**config.mk**
```make
export PLATFORM = sky130hd
export DESIGN_NAME = isr_8259
export DESIGN_NICKNAME = d
export VERILOG_FILES = /design/src/rtl/pic_8259_pkg.sv /design/src/rtl/isr_8259_scan.sv /design/src/rtl/isr_8259.sv
export SDC_FILE = /design/constraint.sdc
export NUM_CORES = 1
export LEC_CHECK = 0
export ABC_AREA = 1
export CAP_MARGIN = 25
export CORE_MARGIN = 2
export CORE_UTILIZATION = 40
export CTS_CLUSTER_SIZE = 20
export DETAILED_ROUTE_END_ITERATION = 8
export PLACE_DENSITY = 0.67
export SLEW_MARGIN = 0
export SYNTH_ARGS = -nofsm -noshare
export SYNTH_HDL_FRONTEND = slang
export SYNTH_HIERARCHICAL = 1
export SYNTH_SLANG_ARGS = --single-unit
export TNS_END_PERCENT = 20
```
**constraint.sdc**
```tcl
create_clock -name clock -period 3.4 [get_ports clock]
set_input_delay 0.34 -clock clock [delete_from_list [all_inputs] [get_ports clock]]
set_output_delay 0.34 -clock clock [all_outputs]
set_load 0.05 [all_outputs]
```
**src/rtl/pic_8259_pkg.sv**
```systemverilog
// Shared 8259 PIC definitions: level constants, rotation helpers and the
// fixed-priority one-hot scan used by the in-service block and the resolver.
package pic_8259_pkg;

  localparam int unsigned NUM_LEVELS = 8;
  localparam int unsigned LEVEL_W = 3;
  localparam logic [LEVEL_W-1:0] LEVEL_LOWEST = 3'd7;

  typedef enum logic {
    ISR_IDLE = 1'b0,
    ISR_ACK  = 1'b1
  } isr_state_t;

  function automatic logic [7:0] rotate_right8(input logic [7:0] value,
                                               input logic [2:0] amount);
    logic [15:0] both;
    both = {value, value} >> amount;
    return both[7:0];
  endfunction

  function automatic logic [7:0] rotate_left8(input logic [7:0] value,
                                              input logic [2:0] amount);
    logic [15:0] both;
    both = {value, value} << amount;
    return both[15:8];
  endfunction

  // All-zero input maps to the lowest-priority code, which is the spurious vector.
  function automatic logic [2:0] onehot_to_bin3(input logic [7:0] value);
    logic [2:0] level;
    level = LEVEL_LOWEST;
    for (int i = 0; i < int'(NUM_LEVELS); i++) begin
      if (value[i]) level = 3'(i);
    end
    return level;
  endfunction

  function automatic logic [7:0] bin3_to_onehot(input logic [2:0] level);
    return 8'b0000_0001 << level;
  endfunction

  // Isolates the least-significant set bit; bit 0 is the highest priority.
  function automatic logic [7:0] fixed_priority_scan8(input logic [7:0] value);
    return value & 8'(~value + 8'd1);
  endfunction

endpackage

```
**src/rtl/isr_8259_scan.sv**
```systemverilog
// Combinational scan of the ISR for the highest-priority in-service bit
// under the current rotation.
module isr_8259_scan
  import pic_8259_pkg::*;
(
  input  logic [7:0] in_service_register,
  input  logic [2:0] priority_rotate,
  output logic [7:0] highest_level_in_service
);

  logic [2:0] shift_amount;
  logic [7:0] normalized;

  // Move the highest-priority level (rotate+1) down to bit 0, scan, move back.
  assign shift_amount = 3'(priority_rotate + 3'd1);
  assign normalized = rotate_right8(in_service_register, shift_amount);
  assign highest_level_in_service =
    rotate_left8(fixed_priority_scan8(normalized), shift_amount);

endmodule

```
**src/rtl/isr_8259.sv**
```systemverilog
// 8259 in-service control: ISR, rotation pointer, acknowledge sequencing
// and end-of-interrupt handling.
module isr_8259
  import pic_8259_pkg::*;
(
  input  logic       clock,
  input  logic       reset,
  input  logic [7:0] interrupt,
  input  logic       latch_in_service,
  input  logic       end_of_acknowledge,
  input  logic       auto_eoi_config,
  input  logic       auto_rotate_mode,
  input  logic       eoi_command,
  input  logic       eoi_specific,
  input  logic [2:0] eoi_level,
  input  logic       rotate_on_eoi,
  input  logic       set_priority_command,
  output logic [7:0] in_service_register,
  output logic [7:0] highest_level_in_service,
  output logic [2:0] priority_rotate,
  output logic [7:0] end_of_interrupt,
  output logic [2:0] acknowledged_level,
  output logic       ack_busy
);

  isr_state_t state, state_next;
  logic [7:0] isr_next;
  logic [2:0] rotate_next;
  logic [7:0] eoi_next;
  logic [2:0] ack_level_next;
  logic [7:0] clear_mask;
  logic [7:0] set_mask;

  isr_8259_scan u_scan (
    .in_service_register      (in_service_register),
    .priority_rotate          (priority_rotate),
    .highest_level_in_service (highest_level_in_service)
  );

  assign ack_busy = (state == ISR_ACK);

  always_ff @(posedge clock or posedge reset) begin
    if (reset) begin
      state               <= ISR_IDLE;
      in_service_register <= 8'h00;
      priority_rotate     <= LEVEL_LOWEST;
      end_of_interrupt    <= 8'h00;
      acknowledged_level  <= LEVEL_LOWEST;
    end else begin
      state               <= state_next;
      in_service_register <= isr_next;
      priority_rotate     <= rotate_next;
      end_of_interrupt    <= eoi_next;
      acknowledged_level  <= ack_level_next;
    end
  end

  // Clears from AEOI and OCW2 are merged, then the INTA latch is applied on top.
  always_comb begin
    state_next     = state;
    rotate_next    = priority_rotate;
    ack_level_next = acknowledged_level;
    clear_mask     = 8'h00;
    set_mask       = 8'h00;

    case (state)
      ISR_IDLE: begin
        if (latch_in_service) begin
          set_mask       = interrupt;
          ack_level_next = onehot_to_bin3(interrupt);
          state_next     = ISR_ACK;
        end
      end
      ISR_ACK: begin
        if (end_of_acknowledge) begin
          if (auto_eoi_config) begin
            clear_mask = bin3_to_onehot(acknowledged_level);
            if (auto_rotate_mode) rotate_next = acknowledged_level;
          end
          state_next = ISR_IDLE;
        end
      end
      default: state_next = ISR_IDLE;
    endcase

    if (eoi_command) begin
      if (eoi_specific) begin
        clear_mask = clear_mask | bin3_to_onehot(eoi_level);
        if (rotate_on_eoi) rotate_next = eoi_level;
      end else if (highest_level_in_service != 8'h00) begin
        clear_mask = clear_mask | highest_level_in_service;
        if (rotate_on_eoi) rotate_next = onehot_to_bin3(highest_level_in_service);
      end
    end

    if (set_priority_command) rotate_next = eoi_level;

    eoi_next = in_service_register & clear_mask;
    isr_next = (in_service_register & ~clear_mask) | set_mask;
  end

endmodule

```
==> flow_summary_export.csv, run 1 <==
group,metric,value,unit
run_status,status,"finished clean",
drt,drt_pre_antenna_iters,5,
global_route,grt_use_total,20.28,%
clock_network,clkTransAtPathRegs,80,ps
synth,yosysTopAreaCellShare,20.53,%
place,gp_congestion,0.9088,
pwr,worst_ir_drop_vdd,0.3487,mV
synth,synth.net_count,352,
pwr,p_seq_share,18.8,%
min_path,worstHoldPathType,"in2async",
timing,final-setup-viol-count,0,
run,drv_cap,0,
finish,fill_cells,502,
pwr,p_per_area,776.8,mW/mm²
critical_path,cp_max_fo,10,
finish,final_cell_area,0.002738,mm²
finish,area_delta_synth_final,32.13,%
critical_path,arrival,2740,ps
floorplanning,fp.dieH,75.97,µm
synth,synthCells,330,
synth,synth_edf_count,0,
global_route,overflow,0,
global_route,gr-max-usage-layer,"met2",
global_route,grt_pass1_wl,9.853,mm
clock_network,clk_latency,260,ps
synth,yosys-top-cells-area,"dfrtp_1, nand2_1, nand3_1, dfstp_2, inv_1",
floorplanning,core,0.005042,mm²
synth,synth_area,0.002072,mm²
global_route,antenna_found_initial,0,
critical_path,timing.rr.end,"priority_rotate[0]",
synth,synthArstFlopShare,100.0,%
critical_path,worstSetupStartpoint,"priority_rotate[1]",
timing,rsz0062_at_grt,"no",
finish,fin_cells,448,
drt,via_per_inst,5.219,
critical_path,critPathRequiredTime,3060,ps
finish,n_antenna_cell,0,
floorplanning,dieWidth,75.97,µm
critical_path,critPathLaunchType,"flop",
critical_path,r2r_start,"priority_rotate[1]",
pwr,power_frac_clock,7.8,%
critical_path,reg2reg_depth,21,
drt,ant_nets,0,
global_route,grtUsageMet2,34.29,%
pwr,p_sw,0.001148,W
timing,max_freq,0.3250,GHz
synth,ys_ff_latch,23,
clock_network,clock-sinks,23,
timing,final.setup.tns,0,ps
global_route,grtUsageMet1,28.21,%
synth,yosys_warnings,6,
drt,vias,2338,
clock_network,root_buffer,"clkbuf_8",
timing,period_minus_slack,3077,ps
floorplanning,rows,26,
timing,hold_violations,0,
drt,wire_per_inst,12.45,µm
synth,synth_flop_cell,"dfrtp_1",
timing,max-slew-margin-rel,43.63,%
synth,ys_seq_area_share,28.14,%
synth,synth_cell_type_count,32,
critical_path,endpoint_kind,"primary output",
synth,synth_top_area_cell,"dfrtp_1",
global_route,grt_max_degree,24,
drt,drtIter0Drc,194,
timing,worst_slew_pin_slew,844.6,ps
critical_path,critPathKind,"reg2out",
timing,skew,2.264,ps
synth,avgSynthCellArea,6.279,µm²
pwr,power,0.002127,W
pwr,power_leakage,1.321,nW
global_route,gr-usage-met3,2.370,%
place,place_inst,444,
synth,yosysMostFrequentCell,"nand2_1",
global_route,first_global_vias,2151,
clock_network,cts_buffers,3,
clock_network,cts_setup_buffers,0,
place,dpl-instance-area,0.002690,mm²
timing,whs,537.0,ps
floorplanning,ios,52,
drt,drt-total-wl,5.577,mm
synth,synth_common_cells,"nand2_1, nand3_1, inv_1",
finish,drive_gt1_share,11.11,%
timing,slew_violations,0,
clock_network,cts_tree,"yes",
pwr,p_int,0.0009783,W
clock_network,cts.htree.levels,1,
clock_network,cts_hold_buf,0,
pwr,combinationalPowerShare,73.3,%
drt,remaining_drc_errors,0,
floorplanning,dieArea,0.005771,mm²
place,dp_hpwl,4.570,mm
clock_network,ctsLongestPathBuffers,2,
finish,finalNetCount,401,
critical_path,r2r_slack,400,ps
clock_network,cts_resized,0,
pwr,p_sw_share,54.00,%
place,numPortBuffers,51,
timing,fin_crit_sh,90.50,%
floorplanning,start_util,41.09,%
-- area by class of cell --
type / count / area [µm²] / share of cell area, %
sequential: 23 / 583.1 / 21.30
timing repair buffer: 55 / 620.6 / 22.67
multi-input combinational: 262 / 1269 / 46.34
clock buffer: 4 / 45.04 / 1.645
tap: 70 / 87.58 / 3.199
inverter: 34 / 132.6 / 4.845
-- power by group through the flow --
stage	Clock, W	Combinational, W	Sequential (W)
final	0.000166	0.00156	0.000401
after floorplan	0	0.000870	0.000579
after detailed placement	0	0.00155	0.000404
after CTS	0.000171	0.00156	0.000400
after global routing	0.000186	0.00171	0.000410
after global placement	0	0.00155	0.000404
-- registers in the layout, indices dropped and copies added (netlist names) --
register	cells
ack_busy	1
acknowledged_level	3
in_service_register	8
priority_rotate	3
end_of_interrupt	8
-- how the worst max path moves through the flow --
stage | endpoint | slack (ps) | depth (start not counted)
2_1_floorplan | priority_rotate[0] | 230 | 23
3_3_place_gp | priority_rotate[0] | 460 | 21
3_5_place_dp | priority_rotate[0] | 430 | 21
4_1_cts | highest_level_in_service[4] | 280 | 13
5_1_grt | priority_rotate[0] | 50 | 19
6_report | highest_level_in_service[4] | 320 | 13
-- worst max-delay path: stages (launching register included) --
cell     delay, ps
dfstp_2        550
ha_1           320
buf_4          230
nand3_1        110
nand2_1         80
nand2_1         50
nand2_1        150
nand3_1        140
nor2_1         160
nand2_1         90
nand3_1        120
nand3_1         80
nand2_1        210
buf_12         170
-- layout by cell type (no fill, tap or decap), types with 2 or more instances in the layout --
master,n
o21ai_0,13
a21boi_1,7
a21oi_2,2
clkbuf_8,3
buf_12,8
o21ai_1,6
dfrtp_1,17
clkdlybuf4s50_1,43
nor3_1,2
nand2_2,7
inv_4,2
o211ai_1,6
nand3_1,72
a21oi_1,4
nand2_1,106
nand4_1,2
nor2_1,18
nor2_2,6
inv_1,31
buf_4,4
dfstp_2,6
-- stage by stage --
stage	setup slack [ps]	util, %
after floorplan	229.4	-
after global placement	456.7	53.35
after detailed placement	427.4	53.35
after CTS	280.5	54.24
after global routing	45.18	54.29
final	322.9	54.29
-- metal layers --
metal / up-vias / share of wire (%)
met2: 81 / 47
li1: 1182 / -
met5: - / 0
met4: 0 / 1.2
met3: 8 / 5.5
met1: 1067 / 46
-- cells by family after synthesis --
kind of cell	share of synthesized area, %
adder cells (fa/ha/maj)	0.6038
buffers and inverters	10.63
flip-flops	28.14
AND/OR/NAND/NOR	45.71
XOR/XNOR	1.570
AO/OA/AOI/OAI	13.35
Power figures use the tool's default switching activity.
==> run 2, diff against run 1 <==
--- a/config.mk
+++ b/config.mk
@@ -11,10 +11,9 @@
 export CORE_UTILIZATION = 40
 export CTS_CLUSTER_SIZE = 20
 export DETAILED_ROUTE_END_ITERATION = 8
-export PLACE_DENSITY = 0.67
+export PLACE_DENSITY = 0.66
 export SLEW_MARGIN = 0
 export SYNTH_ARGS = -nofsm -noshare
 export SYNTH_HDL_FRONTEND = slang
-export SYNTH_HIERARCHICAL = 1
 export SYNTH_SLANG_ARGS = --single-unit
 export TNS_END_PERCENT = 20
==> constraint.sdc (replaced) <==
create_clock -name clock -period 3.3 [get_ports clock]
set_input_delay 0.33 -clock clock [delete_from_list [all_inputs] [get_ports clock]]
set_output_delay 0.33 -clock clock [all_outputs]
set_load 0.05 [all_outputs]
==> flow_summary_export.csv, run 2 <==
group,metric,value,unit
run_status,status,"finished clean",
timing,max-slew-margin-rel,42.11,%
drt,remaining_drc_errors,0,
timing,final-setup-viol-count,0,
place,gp_congestion,0.9432,
critical_path,critPathLaunchType,"flop",
global_route,grt_max_degree,24,
synth,synthArstFlopShare,100.0,%
pwr,power_leakage,1.483,nW
clock_network,root_buffer,"clkbuf_8",
drt,drt-total-wl,6.235,mm
timing,whs,540.3,ps
timing,rsz0062_at_grt,"no",
pwr,worst_ir_drop_vdd,0.3584,mV
critical_path,critPathKind,"reg2out",
critical_path,reg2reg_depth,22,
floorplanning,core,0.005439,mm²
synth,synthCells,366,
clock_network,clk_latency,260,ps
critical_path,critPathRequiredTime,2970,ps
pwr,power_frac_clock,8.3,%
synth,yosysTopAreaCellShare,22.64,%
floorplanning,dieArea,0.006210,mm²
drt,vias,2475,
drt,wire_per_inst,12.86,µm
critical_path,arrival,2700,ps
critical_path,r2r_slack,360,ps
clock_network,cts.htree.levels,1,
pwr,p_per_area,738.2,mW/mm²
pwr,p_seq_share,20.5,%
drt,drtIter0Drc,130,
critical_path,cp_max_fo,17,
global_route,first_global_vias,2285,
clock_network,ctsLongestPathBuffers,2,
synth,yosys_warnings,0,
finish,ff_latch_area,583.1,µm²
floorplanning,fp.dieH,78.81,µm
clock_network,cts_tree,"yes",
critical_path,endpoint_kind,"primary output",
clock_network,cts_buffers,3,
timing,worst_slew_pin_slew,867.4,ps
place,dp_hpwl,5.050,mm
synth,synth_area,0.002238,mm²
floorplanning,start_util,41.15,%
critical_path,timing.rr.end,"priority_rotate[0]",
timing,hold_violations,0,
timing,fin_crit_sh,91.73,%
timing,max_freq,0.3303,GHz
synth,ys_ff_latch,23,
finish,drive_gt1_share,14.04,%
pwr,p_sw,0.001166,W
global_route,antenna_found_initial,0,
finish,multi_input_area,0.001389,mm²
pwr,p_int,0.0009752,W
drt,ant_nets,0,
timing,slew_violations,0,
finish,fill_cells,556,
synth,synth_cell_type_count,34,
floorplanning,dieWidth,78.81,µm
finish,finalNetCount,436,
timing,skew,1.888,ps
min_path,worstHoldPathType,"in2async",
clock_network,cts_hold_buf,0,
timing,final.setup.tns,0,ps
synth,avgSynthCellArea,6.116,µm²
critical_path,crit_path_top_delay_cell,"dfstp_2",
global_route,overflow,0,
finish,reg.largest.list,"end_of_interrupt: 8 flops, in_service_register: 8 flops",
critical_path,cp_slowest_stage_delay,570,ps
pwr,p_sw_share,54.45,%
synth,synth_flop_cell,"dfrtp_1",
drt,drt_pre_antenna_iters,4,
timing,period_minus_slack,3027,ps
clock_network,clkTransAtPathRegs,80,ps
global_route,grt_pass1_wl,10.65,mm
global_route,grt_use_total,21.16,%
synth,yosys-top-cells-area,"nand2_1, dfrtp_1, nand3_1, dfstp_2, inv_1",
floorplanning,ios,52,
synth,ys_seq_area_share,26.05,%
critical_path,critPathMostFrequentCell,"nand2_1",
floorplanning,rows,27,
critical_path,r2r_start,"priority_rotate[1]",
critical_path,cp_cell_sequence,"ha_2 -> clkinv_4 -> nand3_1 -> nand2_1 -> nand2_1 -> nand2_1 -> nand2_2 -> nor2_4 -> nand2_1 -> nand2_1 -> nand2_2 -> nand2_1 -> nand2_1 -> nand2_1 -> nand2_1 -> inv_1 -> buf_12",
drt,via_per_inst,5.103,
place,numPortBuffers,51,
pwr,combinationalPowerShare,71.2,%
synth,synth_edf_count,0,
finish,n_antenna_cell,0,
synth,yosysMostFrequentCell,"nand2_1",
synth,synth.net_count,388,
finish,final_common_cell,"nand2_1",
run,drv_cap,0,
finish,area_delta_synth_final,29.57,%
synth,synth_common_cells,"nand2_1, nand3_1, inv_1",
pwr,power,0.002141,W
synth,synth_top_area_cell,"nand2_1",
finish,layout_common_cells,"nand2_1, nand3_1, clkdlybuf4s50_1",
clock_network,clock-sinks,23,
## run 2: worst max path at each step
stage	slack [ps]	endpoint	from	depth (start not counted)
after floorplan	130	in_service_register[5]	priority_rotate[0]	20
after global placement	340	priority_rotate[0]	priority_rotate[1]	22
after detailed placement	330	priority_rotate[0]	priority_rotate[1]	22
after CTS	170	highest_level_in_service[6]	priority_rotate[1]	17
after global routing	2	highest_level_in_service[6]	priority_rotate[1]	17
final	270	highest_level_in_service[6]	priority_rotate[1]	17
## run 2: what timing repair did
item,in CTS,in global routing
gates resized for setup,0,3
endpoints found under the setup margin,0,6
buffers inserted,0,0
## run 2: routing by layer
layer	wire [µm]	global-route usage, %
met2	2992	35.13
met1	2839	29.24
met5	0	0
met4	26	4.386
met3	376	3.182
## run 2: power groups by stage
stage	logic [W]	registers [W]	clock network [W]
after floorplan	0.000841	0.000637	0
after global placement	0.00151	0.000438	0
after detailed placement	0.00152	0.000441	0
after CTS	0.00153	0.000436	0.000184
after global routing	0.00166	0.000448	0.000199
final	0.00152	0.000438	0.000179
## run 2: cell type report
type,instances,share of cell area (%)
Tap cell,72,3.106
Timing Repair Buffer,53,20.88
Inverter,45,6.342
Clock buffer,3,1.424
Clock inverter,1,0.2588
Sequential cell,23,20.10
Multi-Input combinational cell,288,47.89
## run 2: metrics by stage
stage	utilization (%)	cell area [µm²]	cells	setup slack (ps)
2_1_floorplan	-	2238	366	125.7
3_3_place_gp	52.29	2844	481	337.5
3_5_place_dp	52.29	2844	481	331.0
4_1_cts	53.19	2893	485	174.0
5_1_grt	53.32	2900	485	2.131
6_report	53.32	2900	485	272.8
## run 2: critical path, delay by kind of cell, from the launching register on
family | cells | cell delay [ps]
adder cells (fa/ha/maj) | 1 | 350
AND/OR/NAND/NOR | 13 | 1100
buffers and inverters | 3 | 410
flip-flops | 1 | 570
## run 2: cells by family (layout without fill, tap and decap cells)
| family | count (synthesis) | count (layout) | share of synthesized area [%] |
|---|---|---|---|
| AOI/OAI and AO/OA | 44 | 44 | 11.85 |
| adders and majority gates | 1 | 1 | 0.5589 |
| buffers and inverters | 55 | 102 | 12.02 |
| DFF | 23 | 23 | 26.05 |
| and+or+nand+nor | 243 | 243 | 49.52 |
==> run 3, diff against run 2 <==
--- a/config.mk
+++ b/config.mk
@@ -8,10 +8,9 @@
 export ABC_AREA = 1
 export CAP_MARGIN = 25
 export CORE_MARGIN = 2
-export CORE_UTILIZATION = 40
-export CTS_CLUSTER_SIZE = 20
+export CORE_UTILIZATION = 51
 export DETAILED_ROUTE_END_ITERATION = 8
-export PLACE_DENSITY = 0.66
+export PLACE_DENSITY = 0.81
 export SLEW_MARGIN = 0
 export SYNTH_ARGS = -nofsm -noshare
 export SYNTH_HDL_FRONTEND = slang
==> flow_summary_export.csv, run 3 (synthesis gave the netlist of run 2 again) <==
group,metric,value,unit
clock_network,clock-sinks,23,
finish,fin_cells,465,
run_status,status,"finished clean",
critical_path,arrival,2730,ps
clock_network,cts_setup_buffers,0,
global_route,antenna_found_initial,0,
pwr,combinationalPowerShare,71.1,%
finish,layout_common_cells,"nand2_1, nand3_1, clkdlybuf4s50_1",
finish,reg.largest.list,"end_of_interrupt: 8 flops, in_service_register: 8 flops",
critical_path,crit_path_top_delay_cell,"dfstp_2",
timing,whs,533.0,ps
min_path,worstHoldPathType,"in2async",
place,numPortBuffers,51,
pwr,p_seq_share,20.5,%
critical_path,endpoint_kind,"primary output",
clock_network,cts_tree,"yes",
drt,remaining_drc_errors,0,
timing,final-setup-viol-count,0,
clock_network,ctsLongestPathBuffers,2,
global_route,grt_use_total,25.99,%
critical_path,critPathRequiredTime,2970,ps
timing,skew,9.116,ps
pwr,p_per_area,747.1,mW/mm²
floorplanning,dieWidth,70.25,µm
critical_path,critPathMostFrequentCell,"nand2_1",
floorplanning,rows,24,
finish,n_antenna_cell,0,
floorplanning,start_util,52.13,%
timing,hold_violations,0,
global_route,grt_max_degree,24,
place,dpl-instance-area,0.002819,mm²
critical_path,critPathKind,"reg2out",
critical_path,cp_slowest_stage_delay,570,ps
timing,max-slew-margin-rel,42.08,%
finish,final_common_cell,"nand2_1",
pwr,p_sw,0.001168,W
finish,final_cell_area,0.002869,mm²
timing,final.setup.tns,0,ps
drt,vias,2501,
finish,finalCoreUtilization,66.81,%
clock_network,cts.htree.levels,1,
drt,via_per_inst,5.378,
drt,drt_pre_antenna_iters,4,
drt,wire_per_inst,13.24,µm
finish,multi_input_area,0.001389,mm²
place,gp_congestion,0.9069,
critical_path,path_delay_family,"simple AND/OR/NAND/NOR gates",
floorplanning,ios,52,
finish,fill_cells,401,
floorplanning,core,0.004294,mm²
timing,slew_violations,0,
place,place_inst,461,
critical_path,cp_cell_sequence,"ha_2 -> buf_4 -> nand3_1 -> nand2_1 -> o21ai_2 -> nor2_4 -> nand2_1 -> nand2_1 -> nand2_2 -> nand2_1 -> nand2_1 -> nand2_1 -> nand2_1 -> inv_1 -> buf_12",
clock_network,cts_buffers,3,
clock_network,root_buffer,"clkbuf_8",
timing,rsz0062_at_grt,"no",
critical_path,cp_max_fo,9,
critical_path,critPathLaunchType,"flop",
floorplanning,fp.dieH,70.25,µm
pwr,p_sw_share,54.47,%
timing,period_minus_slack,3060,ps
clock_network,cts_resized,0,
clock_network,clkTransAtPathRegs,90,ps
place,dp_hpwl,4.897,mm
timing,max_freq,0.3267,GHz
critical_path,r2r_slack,270,ps
floorplanning,dieArea,0.004935,mm²
finish,finalNetCount,436,
drt,drt-total-wl,6.158,mm
timing,worst_slew_pin_slew,867.9,ps
critical_path,crit_buf_inv,3,
clock_network,clk_latency,280,ps
pwr,power_leakage,1.484,nW
global_route,grt_pass1_wl,10.65,mm
finish,drive_gt1_share,13.80,%
global_route,first_global_vias,2419,
clock_network,cts_hold_buf,0,
timing,fin_crit_sh,92.74,%
pwr,power_frac_clock,8.5,%
drt,ant_nets,0,
global_route,overflow,0,
finish,ff_latch_area,583.1,µm²
finish,area_delta_synth_final,28.17,%
run,drv_cap,0,
pwr,p_int,0.0009758,W
pwr,worst_ir_drop_vdd,0.4682,mV
drt,drtIter0Drc,191,
run 3: cell types whose count changed in the layout (fill, tap and decap cells not counted):
| cell | delta |
|---|---|
| clkinvlp_4 | -1 |
| clkbuf_1 | +1 |
| inv_6 | -1 |
| inv_4 | +1 |
run 3: final timing paths:
check | from | end | cells after the start
hold / removal | reset | end_of_interrupt[2] | 2
max in group asynchronous | reset | end_of_interrupt[0] | 2
hold reg to reg | acknowledged_level[2] | acknowledged_level[2] | 2
min in group clock | acknowledged_level[2] | acknowledged_level[2] | 2
setup / recovery | priority_rotate[1] | highest_level_in_service[6] | 15
setup reg to reg | priority_rotate[1] | priority_rotate[0] | 22
run 3: final cells by class:
| class | count | area share, % |
|---|---|---|
| tap | 52 | 2.268 |
| multi-input combinational | 288 | 48.41 |
| sequential | 23 | 20.32 |
| timing repair buffer | 53 | 21.11 |
| inverter | 45 | 6.324 |
| clock buffer | 4 | 1.570 |
run 3: metal layers:
metal	global-route usage [%]	vias up	wire length (µm)
met5	0	-	0
met4	8.333	0	139
met3	1.732	17	292
met2	44.13	90	2968
met1	35.18	1132	2758
li1	-	1262	-
run 3: power groups by stage:
stage,Clock [W],Combinational (W),Sequential (W)
after detailed placement,0,0.00152,0.000442
after floorplan,0,0.000841,0.000637
after CTS,0.000178,0.00152,0.000438
after global placement,0,0.00150,0.000438
final,0.000182,0.00152,0.000438
after global routing,0.000190,0.00165,0.000449
run 3: stage by stage:
| stage | total power (W) | setup WS, ps |
|---|---|---|
| floorplan | 0.001477 | 125.7 |
| global placement | 0.001934 | 329.4 |
| detailed placement | 0.001958 | 258.9 |
| CTS | 0.002136 | 203.6 |
| global route | 0.002291 | 31.19 |
| finish | 0.002143 | 239.5 |
